$ cat config.mk
export PLATFORM = sky130hd
export DESIGN_NAME = cipu_stream_buffer
export DESIGN_NICKNAME = d
export VERILOG_FILES = /design/src/rtl/cipu_stream_pkg.sv /design/src/rtl/cipu_stream_mem.sv /design/src/rtl/cipu_stream_buffer.sv
export SDC_FILE = /design/constraint.sdc
export NUM_CORES = 1
export LEC_CHECK = 0
export ABC_AREA = 1
export CAP_MARGIN = 0
export CORE_MARGIN = 2
export CORE_UTILIZATION = 60
export DETAILED_ROUTE_END_ITERATION = 16
export GPL_TIMING_DRIVEN = 0
export PLACE_DENSITY = 0.85
export SLEW_MARGIN = 25
export SYNTH_ARGS = -nofsm -noshare
export SYNTH_HDL_FRONTEND = slang
export SYNTH_HIERARCHICAL = 1
export SYNTH_SLANG_ARGS = --single-unit
export TNS_END_PERCENT = 100
$ cat constraint.sdc
create_clock -name clk -period 7.27 [get_ports clk]
set_input_delay 0.727 -clock clk [delete_from_list [all_inputs] [get_ports clk]]
set_output_delay 0.727 -clock clk [all_outputs]
set_load 0.01 [all_outputs]
$ cat src/rtl/cipu_stream_pkg.sv
// cipu_stream_pkg: shared states, output tags and default characters for the stream buffer.
package cipu_stream_pkg;
    typedef logic [2:0] state_t;
    localparam state_t IDLE     = 3'd0;
    localparam state_t LOAD     = 3'd1;
    localparam state_t POP      = 3'd2;
    localparam state_t SEG_DONE = 3'd3;
    localparam state_t END_SEG  = 3'd4;
    localparam state_t DRAIN    = 3'd5;
    localparam state_t ALL_DONE = 3'd6;
    localparam logic [1:0] TAG_QUEUE = 2'd0;
    localparam logic [1:0] TAG_POP   = 2'd1;
    localparam logic [1:0] TAG_DRAIN = 2'd2;
    localparam logic [7:0] DEF_END_CHAR   = 8'h24;
    localparam logic [7:0] DEF_SEP_CHAR   = 8'h3B;
    localparam logic [7:0] DEF_LO_CHAR    = 8'h41;
    localparam logic [7:0] DEF_HI_CHAR    = 8'h5A;
    localparam logic [7:0] DEF_EMPTY_CHAR = 8'h30;
    localparam logic [7:0] FOLD_OFS       = 8'h20;
endpackage

$ cat src/rtl/cipu_stream_mem.sv
// cipu_stream_mem: non-wrapping storage array with head/top pointers, async read by index.
module cipu_stream_mem #(
    parameter int DATA_W = 8,
    parameter int DEPTH  = 16,
    parameter int PTR_W  = $clog2(DEPTH + 1)
) (
    input  logic              clk,
    input  logic              rst,
    input  logic              clr,
    input  logic              wr_en,
    input  logic [DATA_W-1:0] wr_data,
    input  logic              head_inc,
    input  logic              top_dec,
    input  logic [PTR_W-1:0]  rd_idx,
    output logic [DATA_W-1:0] rd_data,
    output logic [PTR_W-1:0]  head,
    output logic [PTR_W-1:0]  top,
    output logic              full,
    output logic              empty
);
    localparam int IDX_W = DEPTH > 1 ? $clog2(DEPTH) : 1;
    logic [DATA_W-1:0] mem_q [DEPTH];
    logic [PTR_W-1:0]  head_q, head_d, top_q, top_d;
    logic              wr_ok;
    assign wr_ok = wr_en && !full;
    always_comb begin
        head_d = clr ? '0 : head_q + PTR_W'(head_inc);
        top_d  = clr ? '0 : top_q + PTR_W'(wr_ok) - PTR_W'(top_dec);
    end
    always_ff @(posedge clk or posedge rst) begin
        if (rst) begin
            head_q <= '0;
            top_q  <= '0;
        end else begin
            head_q <= head_d;
            top_q  <= top_d;
        end
    end
    always_ff @(posedge clk) begin
        if (wr_ok) mem_q[top_q[IDX_W-1:0]] <= wr_data;
    end
    assign rd_data = mem_q[rd_idx[IDX_W-1:0]];
    assign head    = head_q;
    assign top     = top_q;
    assign full    = top_q == PTR_W'(DEPTH);
    assign empty   = top_q == head_q;
endmodule

$ cat src/rtl/cipu_stream_buffer.sv
// cipu_stream_buffer: queue/stack character stream unit with registered, backpressured output.
// Optional CIPU_CASE_FOLD_EN: queue mode folds 'a'..'z' to upper case instead of dropping it.
module cipu_stream_buffer
    import cipu_stream_pkg::*;
#(
    parameter int                DATA_W     = 8,
    parameter int                DEPTH      = 16,
    parameter logic [DATA_W-1:0] END_CHAR   = DATA_W'(DEF_END_CHAR),
    parameter logic [DATA_W-1:0] SEP_CHAR   = DATA_W'(DEF_SEP_CHAR),
    parameter logic [DATA_W-1:0] LO_CHAR    = DATA_W'(DEF_LO_CHAR),
    parameter logic [DATA_W-1:0] HI_CHAR    = DATA_W'(DEF_HI_CHAR),
    parameter logic [DATA_W-1:0] EMPTY_CHAR = DATA_W'(DEF_EMPTY_CHAR),
    parameter int                CNT_W      = $clog2(DEPTH + 1)
) (
    input  logic              clk,
    input  logic              rst,
    input  logic              mode_in,
    input  logic              start,
    input  logic              in_valid,
    output logic              in_ready,
    input  logic [DATA_W-1:0] in_data,
    input  logic [CNT_W-1:0]  in_cnt,
    output logic              out_valid,
    input  logic              out_ready,
    output logic [DATA_W-1:0] out_data,
    output logic [1:0]        out_tag,
    output logic              done_seg,
    output logic              done_all,
    output logic              overflow,
    output logic              underflow,
    output logic              busy
);
    localparam logic [DATA_W-1:0] FOLD = DATA_W'(FOLD_OFS);
    state_t            state_q, state_d;
    logic              mode_q, mode_d, zflag_q, zflag_d, pend_q, pend_d;
    logic              ovf_q, ovf_d, unf_q, unf_d, out_valid_q, out_valid_d;
    logic [CNT_W-1:0]  rem_q, rem_d;
    logic [DATA_W-1:0] out_data_q, out_data_d, st_data, rd_data;
    logic [1:0]        out_tag_q, out_tag_d;
    logic [CNT_W-1:0]  rd_idx, head, top;
    logic              clr, wr_en, full, empty, hs, free, pop_done, drn_done;
    logic              stk_empty, drn_more, in_rng, fold_rng, qual;
    cipu_stream_mem #(.DATA_W(DATA_W), .DEPTH(DEPTH), .PTR_W(CNT_W)) u_mem (
        .clk(clk), .rst(rst), .clr(clr), .wr_en(wr_en), .wr_data(st_data),
        .head_inc(drn_done), .top_dec(pop_done), .rd_idx(rd_idx), .rd_data(rd_data),
        .head(head), .top(top), .full(full), .empty(empty)
    );
    // Pointers move only on a completed handshake, so the next item is looked up one slot ahead.
    assign hs        = out_valid_q && out_ready;
    assign free      = !out_valid_q || out_ready;
    assign pop_done  = hs && pend_q && state_q == POP;
    assign drn_done  = hs && pend_q && state_q == DRAIN;
    assign stk_empty = pop_done ? (top - CNT_W'(1) == head) : empty;
    assign drn_more  = drn_done ? (head + CNT_W'(1) != top) : !empty;
    assign rd_idx    = state_q == DRAIN ? head + CNT_W'(drn_done) : top - CNT_W'(pop_done) - CNT_W'(1);
    assign in_rng    = in_data >= LO_CHAR && in_data <= HI_CHAR;
`ifdef CIPU_CASE_FOLD_EN
    assign fold_rng  = !mode_q && in_data >= LO_CHAR + FOLD && in_data <= HI_CHAR + FOLD;
`else
    assign fold_rng  = 1'b0;
`endif
    assign qual      = mode_q || in_rng || fold_rng;
    assign st_data   = fold_rng ? in_data - FOLD : in_data;
    always_comb begin
        state_d     = state_q;
        mode_d      = mode_q;
        rem_d       = rem_q;
        zflag_d     = zflag_q;
        pend_d      = pend_q;
        ovf_d       = ovf_q;
        unf_d       = unf_q;
        out_valid_d = out_valid_q && !out_ready;
        out_data_d  = out_valid_d ? out_data_q : EMPTY_CHAR;
        out_tag_d   = out_tag_q;
        clr         = 1'b0;
        wr_en       = 1'b0;
        case (state_q)
            IDLE: if (start) begin
                state_d = LOAD;
                mode_d  = mode_in;
                ovf_d   = 1'b0;
                unf_d   = 1'b0;
                clr     = 1'b1;
            end
            LOAD: if (in_valid) begin
                if (in_data == END_CHAR) state_d = mode_q ? END_SEG : DRAIN;
                else if (mode_q && in_data == SEP_CHAR) begin
                    rem_d   = in_cnt;
                    zflag_d = in_cnt == '0;
                    state_d = POP;
                end else if (qual) begin
                    ovf_d = ovf_q || full;
                    wr_en = !full;
                end
            end
            POP: if (free) begin
                if (zflag_q || rem_q != '0) begin
                    out_valid_d = 1'b1;
                    out_tag_d   = TAG_POP;
                    pend_d      = !zflag_q && !stk_empty;
                    out_data_d  = pend_d ? rd_data : EMPTY_CHAR;
                    unf_d       = unf_q || (!zflag_q && stk_empty);
                    rem_d       = zflag_q ? rem_q : rem_q - CNT_W'(1);
                    zflag_d     = 1'b0;
                end else state_d = SEG_DONE;
            end
            SEG_DONE: state_d = LOAD;
            END_SEG:  state_d = DRAIN;
            DRAIN: if (free) begin
                if (drn_more) begin
                    out_valid_d = 1'b1;
                    out_data_d  = rd_data;
                    out_tag_d   = mode_q ? TAG_DRAIN : TAG_QUEUE;
                    pend_d      = 1'b1;
                end else state_d = ALL_DONE;
            end
            ALL_DONE: state_d = IDLE;
            default:  state_d = IDLE;
        endcase
    end
    always_ff @(posedge clk or posedge rst) begin
        if (rst) begin
            state_q     <= IDLE;
            mode_q      <= 1'b0;
            rem_q       <= '0;
            zflag_q     <= 1'b0;
            pend_q      <= 1'b0;
            ovf_q       <= 1'b0;
            unf_q       <= 1'b0;
            out_valid_q <= 1'b0;
            out_data_q  <= EMPTY_CHAR;
            out_tag_q   <= TAG_QUEUE;
        end else begin
            state_q     <= state_d;
            mode_q      <= mode_d;
            rem_q       <= rem_d;
            zflag_q     <= zflag_d;
            pend_q      <= pend_d;
            ovf_q       <= ovf_d;
            unf_q       <= unf_d;
            out_valid_q <= out_valid_d;
            out_data_q  <= out_data_d;
            out_tag_q   <= out_tag_d;
        end
    end
    assign in_ready  = state_q == LOAD;
    assign busy      = state_q != IDLE;
    assign done_seg  = state_q == SEG_DONE || state_q == END_SEG;
    assign done_all  = state_q == ALL_DONE;
    assign out_valid = out_valid_q;
    assign out_data  = out_data_q;
    assign out_tag   = out_tag_q;
    assign overflow  = ovf_q;
    assign underflow = unf_q;
endmodule

* Word level (Yosys, flattened, before mapping)
Memory sizes are Yosys's and may differ from the RTL's.
Cells that the tools add are included.
** Cells by class
- $add $sub $neg :: 8
- $lt $le $gt $ge :: 2
- Equal/unequal tests :: 26
- Muxes and demuxes :: 69
- Reduce and logical (&&, ||, !) cells :: 37
** Operator list (number)
- 8-bit 2-to-1 mux :: 6
- 5-bit 2-to-1 mux :: 8
- 1-bit 2-to-1 mux :: 32
- 3-bit 2-to-1 mux :: 8
- 2-bit inequality test (second input constant) :: 10
- 3-bit case mux with 6 select lines :: 1
- 8-bit by 6-bit equality test with 1-bit output (second input constant) :: 2
- 8-bit case mux with 2 select lines :: 1
- 7-bit AND reduction :: 2
- 6-bit AND reduction :: 2
- 5-bit by 1-bit adder with 5-bit output :: 2
- 5-bit equality test :: 2
- 1-bit logical AND :: 10
- 2-bit 2-to-1 mux :: 5
- 1-bit case mux with 2 select lines :: 5
- 5-bit case mux with 2 select lines :: 1
- 5-bit by 1-bit subtractor with 5-bit output (second input constant) :: 2
- 3-bit equality test (second input constant) :: 3
- 8-bit by 7-bit greater-or-equal comparator with 1-bit output (second input constant) :: 1
- 8-bit by 7-bit less-or-equal comparator with 1-bit output (second input constant) :: 1
- 2-bit nonzero test :: 4
- 3-bit by 2-bit equality test with 1-bit output (second input constant) :: 2
- 1-bit zero test :: 6
- 1-bit logical OR :: 6
- 18 further kinds :: 20
** Word-level totals
- Register bits :: 34
- Bits in writable memories :: 128
- Bits of input ports :: 19
- Output and inout bits :: 17
- Word-level logic and storage cells :: 155
- Memories :: 1
** Memories
- u_mem.mem_q :: depth 16, bits a word 8, read ports 1, clocked after Yosys merged registers in 0, wr ports 1, RTL line cipu_stream_mem.sv:22 : logic [DATA_W-1:0] mem_q [DEPTH];

* Depth between registers and ports, before layout
- Depth in word-level cells :: 12
- Mapped depth :: 21

* Modules after synthesis
The synthesis kept the hierarchy.
** Modules (own cells, without submodules)
- cipu_stream_mem :: instances 1, cells an instance 640, area each 6337.3 µm²
- cipu_stream_buffer :: instances 1, cells an instance 329, area each 2094.5 µm²

* Worst setup path after synthesis
No wires, ideal clock.
- Path kind :: input to register
- From :: input port out_ready
- To :: register out_data_q[4], in the netlist out_data[4]
- Library setup time :: 0.079 ns
- Data arrival time :: 2.826 ns
- Data required time :: 7.191 ns
- Path slack :: 4.364 ns
- Cell stages on the path :: 19
- Buffers on the path :: 2
- Cells stage by stage :: nand3_1 > nor2_2 > inv_2 > ha_1 > inv_1 > ha_1 > inv_1 > nor2_1 > o21ai_0 > o21ai_0 > buf_2 > clkbuf_1 > nand3_1 > nand3_1 > nand2_1 > nor2_1 > nand2_1 > o22ai_1 > nor2_1
** On the way
- Word-level cells in the longest chain between the ends :: 11
** Ends and longest elaborated chain
- start, declared :: RTL line cipu_stream_buffer.sv:24 : input logic out_ready,
- 1-bit logical AND * :: RTL line cipu_stream_buffer.sv:49 : assign hs = out_valid_q && out_ready;
- 1-bit logical AND * (2 in series) :: RTL line cipu_stream_buffer.sv:51 : assign pop_done = hs && pend_q && state_q == POP;
- named net pop_done :: RTL line cipu_stream_buffer.sv:41 : logic clr, wr_en, full, empty, hs, free, pop_done, drn_done;
- 4-bit by 1-bit subtractor with 4-bit output * (2 in series) :: RTL line cipu_stream_buffer.sv:55 : assign rd_idx = state_q == DRAIN ? head + CNT_W'(drn_done) : top - CNT_W'(pop_done) - CNT_W'(1);
- 4-bit 2-to-1 mux * :: RTL line cipu_stream_buffer.sv:55
- named net rd_idx[2] :: RTL line cipu_stream_buffer.sv:40 : logic [CNT_W-1:0] rd_idx, head, top;
- memory read 16 x 8 bit *
- named net rd_data[4] :: RTL line cipu_stream_buffer.sv:38 : logic [DATA_W-1:0] out_data_q, out_data_d, st_data, rd_data;
- 8-bit 2-to-1 mux :: RTL line cipu_stream_buffer.sv:101 : out_data_d = pend_d ? rd_data : EMPTY_CHAR;
- 8-bit 2-to-1 mux :: RTL line cipu_stream_buffer.sv:97 : if (zflag_q || rem_q != '0) begin
- 8-bit 2-to-1 mux :: RTL line cipu_stream_buffer.sv:96 : POP: if (free) begin
- 8-bit case mux with 2 select lines * :: RTL line cipu_stream_buffer.sv:77 : case (state_q)
- named net out_data_d[4] :: RTL line cipu_stream_buffer.sv:38
- end signal, assigned :: RTL line cipu_stream_buffer.sv:142 : out_data_q <= out_data_d;
- end, declared :: RTL line cipu_stream_buffer.sv:38
Mark *: on every way through the listed nets, which the timed path passes. The rest lies on a longest branch.
A chain may end at the register's enable or synchronous reset.

* Worst setup path after layout
- From :: input port in_data[3]
- To :: register u_mem.top_q[4], in the netlist u_mem/top[4]
** On the way
- Word-level cells in the longest chain between the ends :: 12
** Ends and longest elaborated chain
- start, declared :: RTL line cipu_stream_buffer.sv:21 : input logic [DATA_W-1:0] in_data,
- 8-bit by 7-bit greater-or-equal comparator with 1-bit output / 8-bit by 7-bit less-or-equal comparator with 1-bit output (equally long branches) :: RTL line cipu_stream_buffer.sv:56 : assign in_rng = in_data >= LO_CHAR && in_data <= HI_CHAR;
- 1-bit logical AND :: RTL line cipu_stream_buffer.sv:56
- 1-bit logical OR :: RTL line cipu_stream_buffer.sv:62 : assign qual = mode_q || in_rng || fold_rng;
- 1-bit 2-to-1 mux :: RTL line cipu_stream_buffer.sv:91 : end else if (qual) begin
- 1-bit 2-to-1 mux :: RTL line cipu_stream_buffer.sv:87 : else if (mode_q && in_data == SEP_CHAR) begin
- 1-bit 2-to-1 mux * :: RTL line cipu_stream_buffer.sv:86 : if (in_data == END_CHAR) state_d = mode_q ? END_SEG : DRAIN;
- 1-bit 2-to-1 mux * :: RTL line cipu_stream_buffer.sv:85 : LOAD: if (in_valid) begin
- 1-bit 2-to-1 mux * :: RTL line cipu_stream_buffer.sv:77
- named net wr_en :: RTL line cipu_stream_buffer.sv:41
- 1-bit logical AND * :: RTL line cipu_stream_mem.sv:25 : assign wr_ok = wr_en && !full;
- 5-bit by 1-bit adder with 5-bit output * :: RTL line cipu_stream_mem.sv:28 : top_d = clr ? '0 : top_q + PTR_W'(wr_ok) - PTR_W'(top_dec);
- 5-bit by 1-bit subtractor with 5-bit output * :: RTL line cipu_stream_mem.sv:28
- 5-bit 2-to-1 mux * :: RTL line cipu_stream_mem.sv:28
- named net u_mem.top_d[4] :: RTL line cipu_stream_mem.sv:23 : logic [PTR_W-1:0] head_q, head_d, top_q, top_d;
- end signal, assigned :: RTL line cipu_stream_mem.sv:36 : top_q <= top_d;
- end, declared :: RTL line cipu_stream_mem.sv:23
Marks and branches as above.

==> results.md <==
- Tmin final: 4.04 ns
- DRT iter0 DRCs: 717
- PD cells: 392 nW/µm²
- Pre-Repair DR Iteration Count: 6
- Clock Latency Late Sink: 0.43 ns
- Row cnt: 43
- Via count: 6643
- Hold Fails Final Rpt: 0
- DP HPWL: 13700 µm
- Critical Path Sink Type: register
- Largest net degree at the start of global routing: 25
- Clock Path Buffers: 2
- TritonCTS Buffers: 17
- I/O Buffers: 35
- Height of the die: 122 µm
- Worst setup SP type: input pin
- Tcrit/Tclk final: 0.556
- Fill cells: 1049
- GR Overflow Total: 0
- Core box area: 13800 µm²
- Clock skew: 0.00830 ns
- Root Buffer: clkbuf_16
- Vias/cell: 5.50
- # IOs: 36
- Clk slew on worst S/H paths: 0.06 ns
- CTS tree: yes
- Crit path max fanout: 19
- Die Wd: 122 µm
- Syn Std Cell Area: 8400 µm²
- Number of setup buffers added after CTS: 0
- Initial core utilization: 0.610
- Cts hold-fix bufs: 0
- Worst slew margin: 0.382
- Post-Syn Nets: 998
- Detailed-route DRC error count: 0
- Clock sinks: 162
- Number of global-route vias before repair: 6147
- Util after Layout: 0.694
- Layout Nets: 1052
- Max Cap Violations: 0
- PostCTS Resize Cnt: 0
- Leakage: 4.51 nW
- Final wirelength: 20200 µm
- Worst setup path category: input pin to register
- Ant diodes: 0
- Unrepaired setup endpoints after global routing: no
- Status: completed
- R2R setup slack: 3.81 ns
- Slew Viols, Final: 0
- Syn_area_per_cell: 8.74 µm²
- Area Growth Syn to Fin: 13.9%
- Hold crit path type: register to register
- Post-Syn Instances: 961
- Slew at the pin closest to its max-slew limit: 0.924 ns
- RD Place Congestion: 0.994
- Layout cells sized above 1: 0.0837
- FMAX: 247 MHz
- Total negative slack: 0 ns
- Total track usage: 0.285
- H-tree lvl count: 4
- DR WL/cell: 16.7 µm
- Worst VDD drop: 216 µV
- Die area: 15000 µm²
- Endpoints failing setup: 0
- Req. time, crit path: 7.59 ns
- Syn. warnings: 6
- Crit path arrival time: 4.36 ns
- DRT antenna net count: 0
- Global-route wire length before repair: 31500 µm
- Initial antenna violation count: 0
[layout make-up]
class                      count  area (µm²)  area share
multi-input combinational    592        2840       0.297
tap                          180         225      0.0236
timing repair buffer          35         350      0.0366
clock buffer                  23         458      0.0479
buffer                        29         195      0.0204
clock inverter                 9         133      0.0139
inverter                     178         668      0.0699
sequential                   162        4700       0.491
[registers in the layout, summed over array words and instances, names as in the netlist]
| name | cells |
|---|---|
| u_mem/mem_q | 128 |
| out_data | 8 |
| rem_q | 5 |
| u_mem/head | 5 |
| u_mem/top | 5 |
| state_q | 3 |
| out_tag | 2 |
| mode_q | 1 |
| out_valid | 1 |
| overflow | 1 |
| pend_q | 1 |
| underflow | 1 |
| zflag_q | 1 |
[routing by layer]
layer / global-route usage / share of wire / up-vias
met3: 0.0683 / 0.094 / 49
li1: - / - / 3164
met2: 0.457 / 0.49 / 316
met5: 0 / 0 / -
met1: 0.378 / 0.39 / 3114
met4: 0.110 / 0.031 / 0
[critical path, cell delays in order]
cell and delay [ns]:
clkdlybuf4s50_1 1.04, nor2_1 0.16, nand3_1 0.20, nand2_1 0.07, nor2_1 0.12, nand2_1 0.08, nor3_1 0.37, o21ai_2 0.17
ha_1 0.31, inv_1 0.06, ha_1 0.15, inv_1 0.05, fa_1 0.40, o21ai_0 0.25, nand2_1 0.08, nand2_1 0.07
nor2_1 0.04
[cells in the final DEF (no fill, tap or decap), drive strengths merged, types with 7 or more instances in the layout]
cell type	count
dfrtp	32
clkbuf	27
nand2	314
a21oi	9
edfxtp	128
o21ai	24
ha	17
xnor2	7
nand3	123
inv	177
nor2	67
clkdlybuf4s50	35
buf	25
[through the flow]
step	total power [W]	setup WS [ns]	cell area (µm²)	hold WS, ns	cells
2_1_floorplan	0.00229	4.39	8400	0.450	961
3_3_place_gp	0.00276	2.93	8970	0.468	1176
3_5_place_dp	0.00281	2.83	8970	0.478	1176
4_1_cts	0.00372	3.28	9560	0.485	1208
5_1_grt	0.00397	2.96	9560	0.496	1208
6_report	0.00375	3.23	9560	0.489	1208
[path summary, 6_finish.rpt]
| kind | to | depth (start not counted) | startpoint |
|---|---|---|---|
| max | u_mem/top[4] | 17 | in_data[3] |
| min | pend_q | 2 | pend_q |
| max reg2reg | out_data[4] | 20 | state_q[0] |
| min reg2reg | pend_q | 2 | pend_q |
| max in group asynchronous | state_q[0] | 2 | rst |
| min in group asynchronous | u_mem/head[4] | 2 | rst |
[power by group]
group	internal, W	leakage (nW)	total, W	switching (W)
sequential	0.00108	1.59	0.00117	0.0000887
combinational	0.000567	2.63	0.00169	0.00112
clock	0.000549	0.282	0.000895	0.000346
total	0.00220	4.51	0.00375	0.00156
(Power assumes the default switching activity.)
